===== src/rtl/buff_fifo.sv =====
// First-word fall-through FIFO with registered head data and status.
// The head word is computed ahead of the clock edge so Y and all flags come straight from flops.
module buff_fifo #(
  parameter int N     = 32,
  parameter int DEPTH = 4,
  parameter int AW    = 2,
  parameter int d_Y   = 1
) (
  input  logic          CLK,
  input  logic          RST,
  input  logic [N-1:0]  IN0,
  input  logic          WR_VALID,
  output logic          WR_READY,
  output logic [N-1:0]  Y,
  output logic          RD_VALID,
  input  logic          RD_READY,
  output logic [AW:0]   COUNT,
  output logic          FULL,
  output logic          EMPTY
);

  localparam logic [AW-1:0] PTR_ONE   = AW'(1);
  localparam logic [AW:0]   CNT_ONE   = (AW+1)'(1);
  localparam logic [AW:0]   CNT_DEPTH = (AW+1)'(DEPTH);

  // Reject geometries where the pointer does not wrap exactly at DEPTH.
  if ((DEPTH < 2) || (DEPTH != (1 << AW)) || (d_Y < 0)) begin : g_param_err
    $error("buff_fifo: DEPTH must be 2**AW, at least 2, and d_Y non-negative");
  end

  logic [N-1:0]  mem_r [DEPTH];
  logic [AW-1:0] wr_ptr_r;
  logic [AW-1:0] rd_ptr_r;
  logic [AW:0]   count_r;
  logic          full_r;
  logic          empty_r;
  logic [N-1:0]  y_r;

  logic          push_s;
  logic          pop_s;
  logic [AW-1:0] wr_ptr_nxt_s;
  logic [AW-1:0] rd_ptr_nxt_s;
  logic [AW:0]   count_nxt_s;
  logic [N-1:0]  y_nxt_s;

  // Handshake qualification: only registered flags gate the transfers.
  always_comb begin
    push_s = WR_VALID && !full_r;
    pop_s  = RD_READY && !empty_r;
  end

  // Next pointers and occupancy.
  always_comb begin
    wr_ptr_nxt_s = wr_ptr_r;
    rd_ptr_nxt_s = rd_ptr_r;
    count_nxt_s  = count_r;
    if (push_s) begin
      wr_ptr_nxt_s = wr_ptr_r + PTR_ONE;
    end else begin
      wr_ptr_nxt_s = wr_ptr_r;
    end
    if (pop_s) begin
      rd_ptr_nxt_s = rd_ptr_r + PTR_ONE;
    end else begin
      rd_ptr_nxt_s = rd_ptr_r;
    end
    case ({push_s, pop_s})
      2'b10:   count_nxt_s = count_r + CNT_ONE;
      2'b01:   count_nxt_s = count_r - CNT_ONE;
      default: count_nxt_s = count_r;
    endcase
  end

  // Next head word: the word being written lands at the head when it is the only one left.
  always_comb begin
    y_nxt_s = {N{1'b0}};
    if (count_nxt_s == {(AW+1){1'b0}}) begin
      y_nxt_s = {N{1'b0}};
    end else if (push_s && (wr_ptr_r == rd_ptr_nxt_s)) begin
      y_nxt_s = IN0;
    end else begin
      y_nxt_s = mem_r[rd_ptr_nxt_s];
    end
  end

  // Storage array, intentionally without reset.
  always_ff @(posedge CLK) begin
    if (push_s) begin
      mem_r[wr_ptr_r] <= IN0;
    end
  end

  // Pointers, occupancy, flags and head register; reset wins over any transfer.
  always_ff @(posedge CLK) begin
    if (RST) begin
      wr_ptr_r <= {AW{1'b0}};
      rd_ptr_r <= {AW{1'b0}};
      count_r  <= {(AW+1){1'b0}};
      full_r   <= 1'b0;
      empty_r  <= 1'b1;
      y_r      <= {N{1'b0}};
    end else begin
      wr_ptr_r <= wr_ptr_nxt_s;
      rd_ptr_r <= rd_ptr_nxt_s;
      count_r  <= count_nxt_s;
      full_r   <= (count_nxt_s == CNT_DEPTH);
      empty_r  <= (count_nxt_s == {(AW+1){1'b0}});
      y_r      <= y_nxt_s;
    end
  end

  assign Y        = y_r;
  assign COUNT    = count_r;
  assign FULL     = full_r;
  assign EMPTY    = empty_r;
  assign WR_READY = !full_r;
  assign RD_VALID = !empty_r;

endmodule

===== config.mk =====
export PLATFORM = sky130hd
export DESIGN_NAME = buff_fifo
export DESIGN_NICKNAME = d
export VERILOG_FILES = /design/src/rtl/buff_fifo.sv
export SDC_FILE = /design/constraint.sdc
export NUM_CORES = 1
export LEC_CHECK = 0
export CORE_MARGIN = 2
export CORE_UTILIZATION = 53
export CTS_CLUSTER_SIZE = 16
export DETAILED_ROUTE_END_ITERATION = 7
export DONT_BUFFER_PORTS = 1
export PLACE_DENSITY_LB_ADDON = 0.1
export SYNTH_ARGS = -nofsm -noshare
export SYNTH_HDL_FRONTEND = slang
export SYNTH_SLANG_ARGS = --single-unit

===== constraint.sdc =====
create_clock -name CLK -period 3 [get_ports CLK]
set_clock_uncertainty 0.15 [all_clocks]
set_input_delay 0.6 -clock CLK [delete_from_list [all_inputs] [get_ports CLK]]
set_output_delay 0.6 -clock CLK [all_outputs]
set_load 0.02 [all_outputs]

### After elaboration in Yosys (flattened, before gate mapping)

Memories as Yosys holds them, arrays and structs flattened. A register that Yosys moved wholly into a read port is not among the register bits.
Cells that the tools add are included.

| storage, ports and cells | value |
|---|---|
| flip-flop bits (word level) | 9 |
| input bits | 36 |
| RAM bits | 128 |
| memories kept | 1 |
| word-level logic and storage cells | 23 |
| output and inout port bits | 39 |

| operators by class | value |
|---|---|
| add/subtract/negate cells | 4 |
| reduce and logical (&&, ||, !) cells | 6 |
| equality and inequality tests | 3 |
| mux-type cells | 4 |

Memory list:

| memory | words | bits a word | rd ports | clocked after Yosys merged registers in | write ports | line | source |
|---|---|---|---|---|---|---|---|
| mem_r | 4 | 32 | 1 | 1 | 1 | 31 | `logic [N-1:0] mem_r [DEPTH];` |

Operators with widths:

| cell | count |
|---|---|
| 3-bit case mux with 2 select lines | 1 |
| 2-bit by 1-bit adder with 2-bit output, second input constant | 2 |
| 3-bit by 1-bit adder with 3-bit output, second input constant | 1 |
| 3-bit equality test, second input constant | 1 |
| 3-bit logical NOT | 1 |
| 3-bit by 1-bit subtractor with 3-bit output, second input constant | 1 |
| 2-bit by 1-bit equality test with 1-bit output, second input constant | 1 |
| 2-bit equality test, second input constant | 1 |
| 1-bit logical AND | 2 |
| 1-bit logical NOT | 2 |
| 1-bit two-way mux | 2 |
| 2-bit two-way mux | 1 |
| 2-bit OR reduction | 1 |

### Logic depth before layout (Yosys ltp)

Gate-level depths: netlist (run 1).

| logic depth | value |
|---|---|
| depth in word-level cells | 6 |
| mapped depth | 13 |
| mapped depth without buffers | 9 |

### Worst setup path before layout (run 1)

Ideal clock, no wire load.

| path | value |
|---|---|
| kind | in2reg |
| from | input RD_READY |
| to | register y_r[11] (netlist: Y[11]), read port of mem_r |
| library setup time | 0.128 ns |
| arrival | 2.874 ns |
| required time | 2.722 ns |
| buffers on the path | 4 |
| path slack | -0.153 ns |
| stages | 13 |
| cell sequence | nand2b_1 -> buf_4 -> inv_2 -> buf_6 -> buf_2 -> ha_1 -> inv_1 -> fa_1 -> xor2_1 -> o21a_1 -> o31ai_2 -> buf_2 -> a211oi_2 |

| between the ends | value |
|---|---|
| cells in the longest elaborated chain, start to end | 5 |
| elaborated cells on any way between the ends | 7 |
| classes of those cells | eq/ne: 2; mux: 2; reduce/logical: 3 |

Ends and longest elaborated chain:

| element | line | source |
|---|---|---|
| start, declared | 16 | `input logic RD_READY,` |
| 1-bit logical AND (*) | 49 | `pop_s = RD_READY && !empty_r;` |
| 2-bit by 1-bit equality test with 1-bit output / 2-bit equality test (equally long branches) | 67 | `case ({push_s, pop_s})` |
| 3-bit case mux with 2 select lines | 67 |  |
| 3-bit logical NOT | 77 | `if (count_nxt_s == {(AW+1){1'b0}}) begin` |
| 2-bit OR reduction (no line) | -- |  |
| end, declared | 37 | `logic [N-1:0] y_r;` |

Mark *: on every way between the ends. The rest lies on a longest branch, timed or not.
A chain may end at the register's enable or synchronous reset.

### Final worst setup path (run 1)

| path | value |
|---|---|
| from | register full_r (netlist: FULL) |
| to | register y_r[19] (netlist: Y[19]), read port of mem_r |

| between the ends | value |
|---|---|
| cells in the longest elaborated chain, start to end | 6 |
| elaborated cells on any way between the ends | 7 |
| classes of those cells | eq/ne: 2; mux: 1; reduce/logical: 4 |

Ends and longest elaborated chain:

| element | line | source |
|---|---|---|
| start, declared | 35 | `logic full_r;` |
| start signal, assigned | 106 | `full_r <= (count_nxt_s == CNT_DEPTH);` |
| 1-bit logical NOT (*) | 48 | `push_s = WR_VALID && !full_r;` |
| 1-bit logical AND (*) | 48 |  |
| 2-bit by 1-bit equality test with 1-bit output / 2-bit equality test (equally long branches) | 67 |  |
| 3-bit case mux with 2 select lines (*) | 67 |  |
| 3-bit logical NOT (*) | 77 |  |
| 2-bit OR reduction (no line) (*) | -- |  |

Marks and branches as above.

==> run summary, run 1 <==
### GRT
• **total congestion overflow after global routing** 0
• **total global-route track usage** 23.66%
• **maximum number of pins on one net before global-route repair** 100
• **global-route wire length before repair** 28980 um
• **number of antenna violations at the first check in global routing** 0
• **number of global-route vias before repair** 5269

### Clock network
• **total setup buffers inserted after CTS** 0
• **Inserted Clock Buffers** 17
• **buffer levels on the longest clock path** 2
• **Clock Latency Late Sink** 0.43 ns
• **H-tree levels** 4
• **count of hold buffers inserted by post-cts repair** 0
• **TritonCTS clock tree** done
• **number of gates resized after CTS** 0
• **# clock sinks** 169
• **clock-pin slew of the registers on the worst-case setup and hold paths** 0.06 ns
• **clk root buf** sky130_fd_sc_hd__clkbuf_16

### Min path
• **kind of path behind the tightest hold check** primary input to flop
• **cell depth of the worst hold path** 1

### Yosys
• **xor/xnor cell area share of the yosys netlist** 0.7596%
• **Post-Synth Simple-Gate Area** 10.79%
• **Distinct cells, synth** 43
• **Post-synth EDFFs** 128
• **dominant combinational cell family by area after synthesis** compound AO/OA/AOI/OAI gates
• **compound-gate portion of the synthesized area** 18.80%
• **netlist area before placement** 7906 sq um
• **number of warnings printed during yosys synthesis** 0
• **Avg Cell Area, Syn** 13.56 sq um
• **predominant post-synthesis flop cell** sky130_fd_sc_hd__edfxtp_1
• **multiplexer share of the synthesized area** 4.732%
• **Syn Inst Count** 583
• **number of flip-flops and latches in the synthesized netlist** 169
• **Synth Area in Adders** 1.044%
• **post-synthesis sequential area ratio** 59.00%
• **Synthesized Nets** 625
• **fraction of registers with async set or reset after synthesis** 0%

### Critical path
• **WP data arrival** 2.74 ns
• **largest stage delay on the critical path** 0.52 ns
• **number of cells on the worst reg-to-reg path** 10
• **most frequent CP cell** sky130_fd_sc_hd__inv_1
• **critical-path cell list** nor2b_1 > inv_1 > ha_1 > inv_1 > fa_1 > and3b_1 > a31oi_1 > o31ai_4 > buf_12 > a211oi_2
• **cell type of the slowest stage on the worst timing path** sky130_fd_sc_hd__fa_1
• **startpoint class of the critical path** flop
• **worst setup path category** flop to flop
• **largest fanout on the critical path** 24
• **data required time at the worst endpoint** 3.10 ns
• **nature of the critical path endpoint** flop

### Detailed routing
• **vias after detailed routing** 5068
• **per-cell routed wire length** 24.63 um
• **antenna viol nets, final** 0
• **wirelength, routed** 18520 um
• **first drt pass iteration count** 5
• **final routed DRC violation total** 0
• **average via count per standard cell** 6.739
• **first-iteration detailed-routing DRC count** 404

### Timing
• **Setup TNS Final** 0 ns
• **actual slew at the worst max-slew pin** 1.190 ns
• **highest clock rate** 379.5 MHz
• **Slew HR** 20.65%
• **minimum hold slack** 0.07915 ns
• **final hold vios** 0
• **pins over their slew limit** 0
• **post-route clock period utilization** 87.83%
• **final setup violating endpoints** 0
• **setup repair after global routing missed its margin** false
• **shortest clock period the worst path allows after layout** 2.635 ns

### Floorplan
• **starting utilization of the core area** 54.40%
• **width of the die** 126.1 um
• **floorplan die height** 126.1 um
• **area of the core** 14530 sq um
• **number of top-level design ports** 75
• **full die area** 15910 sq um
• **num rows** 44

### Layout
• **area growth from synthesis to layout** 8.815%
• **final-layout fill cell count** 1157
• **Sequential Area** 4673 sq um
• **filler-free cell count of the finished design** 752
• **Multi-input gate area** 2897 sq um
• **Antenna Cells** 0
• **share of post-route cells with drive strength above 1** 22.54%
• **final net count** 597

### Status
• **run status** completed

### Pwr
• **Worst IR Drop VDD** 0.5522 mV
• **Pleak** 2.765 nW
• **Final Power** 0.007012 W
• **total power divided by cell area** 815.1 nW/um^2

### Placed design
• **routability congestion estimate** 0.7141
• **port bufs** 0
• **Placed Cells incl. Taps** 720
• **post-detailed-placement half-perimeter wirelength** 10060 um

### Flow run
• **max-capacitance violation count** 0

-- final cells by class --
cell class | count | share of cell area [%]
Timing Repair Buffer | 22 | 2.356
Clock inverter | 13 | 1.396
Clock buffer | 19 | 5.148
Inverter | 10 | 0.4363
Multi-Input combinational cell | 335 | 33.67
Tap cell | 184 | 2.676
Sequential cell | 169 | 54.32
-- final timing paths --
kind	start	end	slack [ns]
max reg2reg	FULL$_SDFF_PP0_	Y[19]$_SDFF_PP0_	0.37
min reg2reg	mem_r[0][26]$_DFFE_PP_	Y[26]$_SDFF_PP0_	0.43
min	RST	rd_ptr_r[1]$_SDFF_PP0_	0.08
max	FULL$_SDFF_PP0_	Y[19]$_SDFF_PP0_	0.37
-- Yosys cell counts (2+ instances only) --
library cell | instances | share of area (%)
sky130_fd_sc_hd__or4bb_1 | 18 | 2.6
sky130_fd_sc_hd__clkbuf_1 | 29 | 1.4
sky130_fd_sc_hd__buf_2 | 29 | 1.8
sky130_fd_sc_hd__buf_1 | 2 | 0.095
sky130_fd_sc_hd__xor2_1 | 4 | 0.44
sky130_fd_sc_hd__a211oi_2 | 30 | 4.7
sky130_fd_sc_hd__buf_4 | 4 | 0.38
sky130_fd_sc_hd__a221oi_1 | 31 | 3.4
sky130_fd_sc_hd__and3_1 | 2 | 0.16
sky130_fd_sc_hd__nor3_1 | 3 | 0.19
sky130_fd_sc_hd__and2_1 | 4 | 0.32
sky130_fd_sc_hd__nor3b_1 | 31 | 2.9
sky130_fd_sc_hd__nand2b_1 | 2 | 0.16
sky130_fd_sc_hd__a21oi_1 | 3 | 0.19
sky130_fd_sc_hd__buf_6 | 5 | 0.71
sky130_fd_sc_hd__mux2_2 | 31 | 4.4
sky130_fd_sc_hd__edfxtp_1 | 128 | 49
sky130_fd_sc_hd__nand4bb_1 | 15 | 2.1
sky130_fd_sc_hd__inv_1 | 9 | 0.43
sky130_fd_sc_hd__a211oi_1 | 33 | 3.1
sky130_fd_sc_hd__o311a_1 | 31 | 3.9
sky130_fd_sc_hd__nor2_1 | 43 | 2.0
sky130_fd_sc_hd__o22ai_1 | 31 | 2.5
sky130_fd_sc_hd__dfxtp_1 | 41 | 10
sky130_fd_sc_hd__ha_1 | 5 | 0.79
sky130_fd_sc_hd__nand2_1 | 2 | 0.095
-- sequential cells by signal, indices dropped and copies added (netlist names) --
register and cells:
COUNT 3, EMPTY 1, mem_r 128, wr_ptr_r 2, rd_ptr_r 2, Y 32
FULL 1
-- kinds of logic after synthesis --
family,count (synthesis)
xor+xnor,6
compound gates,168
simple gates,122
mux,33
flops,169
fa+ha+maj,6
buf+inv,79
-- worst max-delay path: cells and delay by family (launching register included) --
| family | cells | cell delay (ns) |
|---|---|---|
| adders and majority gates | 2 | 0.70 |
| buffers and inverters | 3 | 0.40 |
| AOI/OAI and AO/OA | 3 | 0.48 |
| DFF | 1 | 0.45 |
| and+or+nand+nor | 2 | 0.26 |
-- metrics by stage --
stage / instance area [sq um] / setup WS [ns] / util, %
3_5_place_dp: 8040 / 0.1541 / 55.32
5_1_grt: 8603 / 0.1844 / 59.19
2_1_floorplan: 7936 / 0.003682 / -
4_1_cts: 8603 / 0.3449 / 59.19
6_report: 8603 / 0.3650 / 59.19
3_3_place_gp: 8040 / 0.2233 / 55.32
-- per-layer routing --
metal	track usage, %	wire [um]
met2	39.91	9364
met4	7.951	267
met1	30.07	8023
met3	5.820	868
met5	0	0
-- report_power, final --
group / internal [W] / switching, W
clock network: 0.00117 / 0.000916
registers: 0.00284 / 0.000419
logic: 0.000595 / 0.00107
-- cell usage in the layout, fill, tap and decap left out, types with 5 or more instances in the layout --
master,n
sky130_fd_sc_hd__clkbuf_16,17
sky130_fd_sc_hd__buf_4,19
sky130_fd_sc_hd__nor2_1,43
sky130_fd_sc_hd__mux2_2,31
sky130_fd_sc_hd__a211oi_1,33
sky130_fd_sc_hd__nor3b_1,31
sky130_fd_sc_hd__a221oi_1,31
sky130_fd_sc_hd__ha_1,5
sky130_fd_sc_hd__dfxtp_1,38
sky130_fd_sc_hd__inv_1,9
sky130_fd_sc_hd__o22ai_1,31
sky130_fd_sc_hd__a211oi_2,30
sky130_fd_sc_hd__nand4bb_1,15
sky130_fd_sc_hd__o311a_1,31
sky130_fd_sc_hd__edfxtp_1,128
sky130_fd_sc_hd__clkinvlp_4,5
sky130_fd_sc_hd__or4bb_1,18
Note: power is estimated with default switching activity, not from simulation.
==> inputs of run 2 (changes only) <==
--- a/config.mk
+++ b/config.mk
@@ -6,10 +6,10 @@
 export NUM_CORES = 1
 export LEC_CHECK = 0
 export CORE_MARGIN = 2
-export CORE_UTILIZATION = 53
+export CORE_UTILIZATION = 52
 export CTS_CLUSTER_SIZE = 16
 export DETAILED_ROUTE_END_ITERATION = 7
-export DONT_BUFFER_PORTS = 1
+export MAX_ROUTING_LAYER = met4
 export PLACE_DENSITY_LB_ADDON = 0.1
 export SYNTH_ARGS = -nofsm -noshare
 export SYNTH_HDL_FRONTEND = slang
==> constraint.sdc (replaced) <==
create_clock -name CLK -period 3 [get_ports CLK]
set_clock_uncertainty 0.15 [all_clocks]
set_input_delay 0.6 -clock CLK [delete_from_list [all_inputs] [get_ports CLK]]
set_output_delay 0.6 -clock CLK [all_outputs]
set_load 0.01 [all_outputs]
==> run 2 against run 1 <==
Net effect:
- cell count grew 11%
- via count grew 6.8%
- critical endpoint is now Y[4]$_SDFF_PP0_
- die area grew 1.9%
- hold slack gained 0.31 ns
==> run summary, run 2 (synthesis gave the netlist of run 1 again) <==
### Pwr
• **switching share of power** 31.23%, -3.1 points
• **proportion of power drawn by the clock network** 28.0%, -1.8 points
• **Sw Pwr** 0.002291 W, -4.8%
• **internal power** 0.005047 W, +9.6%
• **Pleak** 3.082 nW, +11%
• **sequential fraction of design power** 41.2%, -5.3 points
• **combinational share of power** 30.8%, +7.0 points
• **total power divided by cell area** 781.7 nW/um^2, -4.1%
• **Worst IR Drop VDD** 0.4710 mV, -15%

### Layout
• **final net count** 676, +13%
• **filler-free cell count of the finished design** 835, +11%
• **Antenna Cells** 0, unchanged
• **most frequent standard cell in the layout excluding fill and tap cells** sky130_fd_sc_hd__edfxtp_1
• **flip-flop count of the largest register after layout** 128, unchanged
• **share of post-route cells with drive strength above 1** 19.01%, -3.5 points
• **area growth from synthesis to layout** 18.74%
• **commonest non-fill, non-tap cells in the layout** sky130_fd_sc_hd__edfxtp_1, sky130_fd_sc_hd__clkdlybuf4s50_1, sky130_fd_sc_hd__nor2_1
• **register name with the most flops** mem_r

### Timing
• **Slew HR** 26.18%, +5.5 points
• **final hold vios** 0, unchanged
• **post-route clock period utilization** 95.35%, +7.5 points
• **minimum hold slack** 0.3902 ns, +0.3111 ns
• **pins over their slew limit** 0, unchanged
• **Setup TNS Final** 0 ns, unchanged
• **actual slew at the worst max-slew pin** 1.107 ns, -0.08293 ns
• **final setup violating endpoints** 0, unchanged
• **setup repair after global routing missed its margin** false
• **shortest clock period the worst path allows after layout** 2.860 ns, +0.2254 ns
• **highest clock rate** 349.6 MHz, -7.9%

### Clock network
• **total setup buffers inserted after CTS** 0, unchanged
• **count of hold buffers inserted by post-cts repair** 0, unchanged
• **H-tree levels** 4, unchanged
• **Clock Latency Late Sink** 0.42 ns, about the same
• **TritonCTS clock tree** done
• **# clock sinks** 169, unchanged
• **clock-pin slew of the registers on the worst-case setup and hold paths** 0.06 ns, about the same
• **Inserted Clock Buffers** 17, unchanged
• **clk root buf** sky130_fd_sc_hd__clkbuf_16
• **buffer levels on the longest clock path** 2, unchanged
• **number of gates resized after CTS** 0, unchanged

### Detailed routing
• **DR WL met3** 947 um, +9.1%
• **wire length the detailed router placed on met1** 8319 um, +3.7%
• **antenna viol nets, final** 0, unchanged
• **wirelength, routed** 19360 um, +4.5%
• **per-cell routed wire length** 23.19 um, -5.9%
• **first-iteration detailed-routing DRC count** 449, +11%
• **met2 wirelength from detailed routing** 9629 um, +2.8%
• **vias after detailed routing** 5414, +6.8%
• **average via count per standard cell** 6.484, -3.8%
• **highest routing layer actually used** met4
• **first drt pass iteration count** 5, unchanged
• **final routed DRC violation total** 0, unchanged

### Critical path
• **cell type of the slowest stage on the worst timing path** sky130_fd_sc_hd__fa_1
• **data required time at the worst endpoint** 3.15 ns, +0.05 ns
• **critical-path cell list** clkdlybuf4s50_1 > nor2b_1 > inv_1 > ha_1 > inv_1 > fa_1 > and3b_1 > a31oi_1 > buf_4 > o31ai_4 > buf_12 > a211oi_2
• **largest fanout on the critical path** 23, -4.2%
• **WP data arrival** 3.01 ns, +0.27 ns
• **worst setup path category** primary input to flop
• **largest stage delay on the critical path** 0.53 ns, about the same
• **startpoint class of the critical path** primary input
• **most frequent CP cell** sky130_fd_sc_hd__inv_1
• **nature of the critical path endpoint** flop

### Floorplan
• **num rows** 45, +2.3%
• **floorplan die height** 127.3 um, +0.93%
• **width of the die** 127.3 um, +0.93%
• **number of top-level design ports** 75, unchanged
• **area of the core** 15030 sq um, +3.4%
• **starting utilization of the core area** 52.59%, -1.8 points
• **full die area** 16210 sq um, +1.9%

### Placed design
• **Placed Cells incl. Taps** 803, +12%
• **port bufs** 74, +74
• **post-detailed-placement half-perimeter wirelength** 10440 um, +3.8%
• **routability congestion estimate** 0.7574, +6.1%

### GRT
• **total congestion overflow after global routing** 0, unchanged
• **maximum number of pins on one net before global-route repair** 81, -19%
• **total global-route track usage** 25.10%, +1.4 points
• **global-route wire length before repair** 30120 um, +3.9%
• **number of global-route vias before repair** 5570, +5.7%
• **number of antenna violations at the first check in global routing** 0, unchanged

### Flow run
• **max-capacitance violation count** 0, unchanged

### Status
• **run status** completed

### Min path
• **kind of path behind the tightest hold check** flop to flop

run 2: cell count changes in the layout (fill, tap and decap cells not counted), moves of 4 or more:
cell | before | now
sky130_fd_sc_hd__clkdlybuf4s50_1 | 0 | 73
sky130_fd_sc_hd__clkbuf_1 | 1 | 8
sky130_fd_sc_hd__clkinvlp_4 | 5 | 0
sky130_fd_sc_hd__and2_1 | 0 | 4
sky130_fd_sc_hd__and2_2 | 4 | 0
sky130_fd_sc_hd__inv_6 | 4 | 0
run 2: power groups by stage:
| stage | Combinational, W | Sequential, W | Clock, W |
|---|---|---|---|
| 6_report | 0.00226 | 0.00302 | 0.00205 |
| 5_1_grt | 0.00242 | 0.00305 | 0.00217 |
| 4_1_cts | 0.00227 | 0.00302 | 0.00208 |
| 3_5_place_dp | 0.00226 | 0.00307 | 0 |
| 3_3_place_gp | 0.00220 | 0.00306 | 0 |
| 2_1_floorplan | 0.00134 | 0.00307 | 0 |
run 2: path summary, 6_finish.rpt:
check	start	endpoint	slack (ns)	cells after the start
worst max register to register	EMPTY$_SDFF_PP1_	Y[4]$_SDFF_PP0_	0.35	11
worst min register to register	COUNT[1]$_SDFF_PP0_	COUNT[1]$_SDFF_PP0_	0.39	2
worst max-delay path	WR_VALID	Y[4]$_SDFF_PP0_	0.14	12
worst min-delay path	COUNT[1]$_SDFF_PP0_	COUNT[1]$_SDFF_PP0_	0.39	2
run 2: cell type report:
cell class	instances	area [sq um]
Fill cell	1152	5645
Sequential cell	169	4673
Multi-Input combinational cell	335	2892
Timing Repair Buffer	101	1001
Clock buffer	29	510.5
Tap cell	188	235.2
Clock inverter	3	38.79
Inverter	10	37.54
run 2: worst max-delay path: cells and delay by family:
kind                       cells  cell delay, ns
AOI/OAI and AO/OA              3            0.48
buffers and inverters          5            0.93
adders and majority gates      2            0.69
and+or+nand+nor                2            0.30
run 2: layer usage:
layer,GRT usage [%],vias to the layer above
met1,31.39,2724
met4,10.21,0
met5,-,-
met2,40.67,194
met3,4.564,41
li1,-,2455
run 2: metrics by stage:
step / instance area [sq um] / power (W) / utilization, % / setup slack, ns
floorplan: 7936 / 0.004410 / - / 0.004302
global placement: 8838 / 0.005258 / 58.79 / -0.2460
detailed placement: 8838 / 0.005326 / 58.79 / -0.3107
CTS: 9388 / 0.007374 / 62.45 / 0.1273
global route: 9388 / 0.007640 / 62.45 / 0.03480
finish: 9388 / 0.007338 / 62.45 / 0.1396
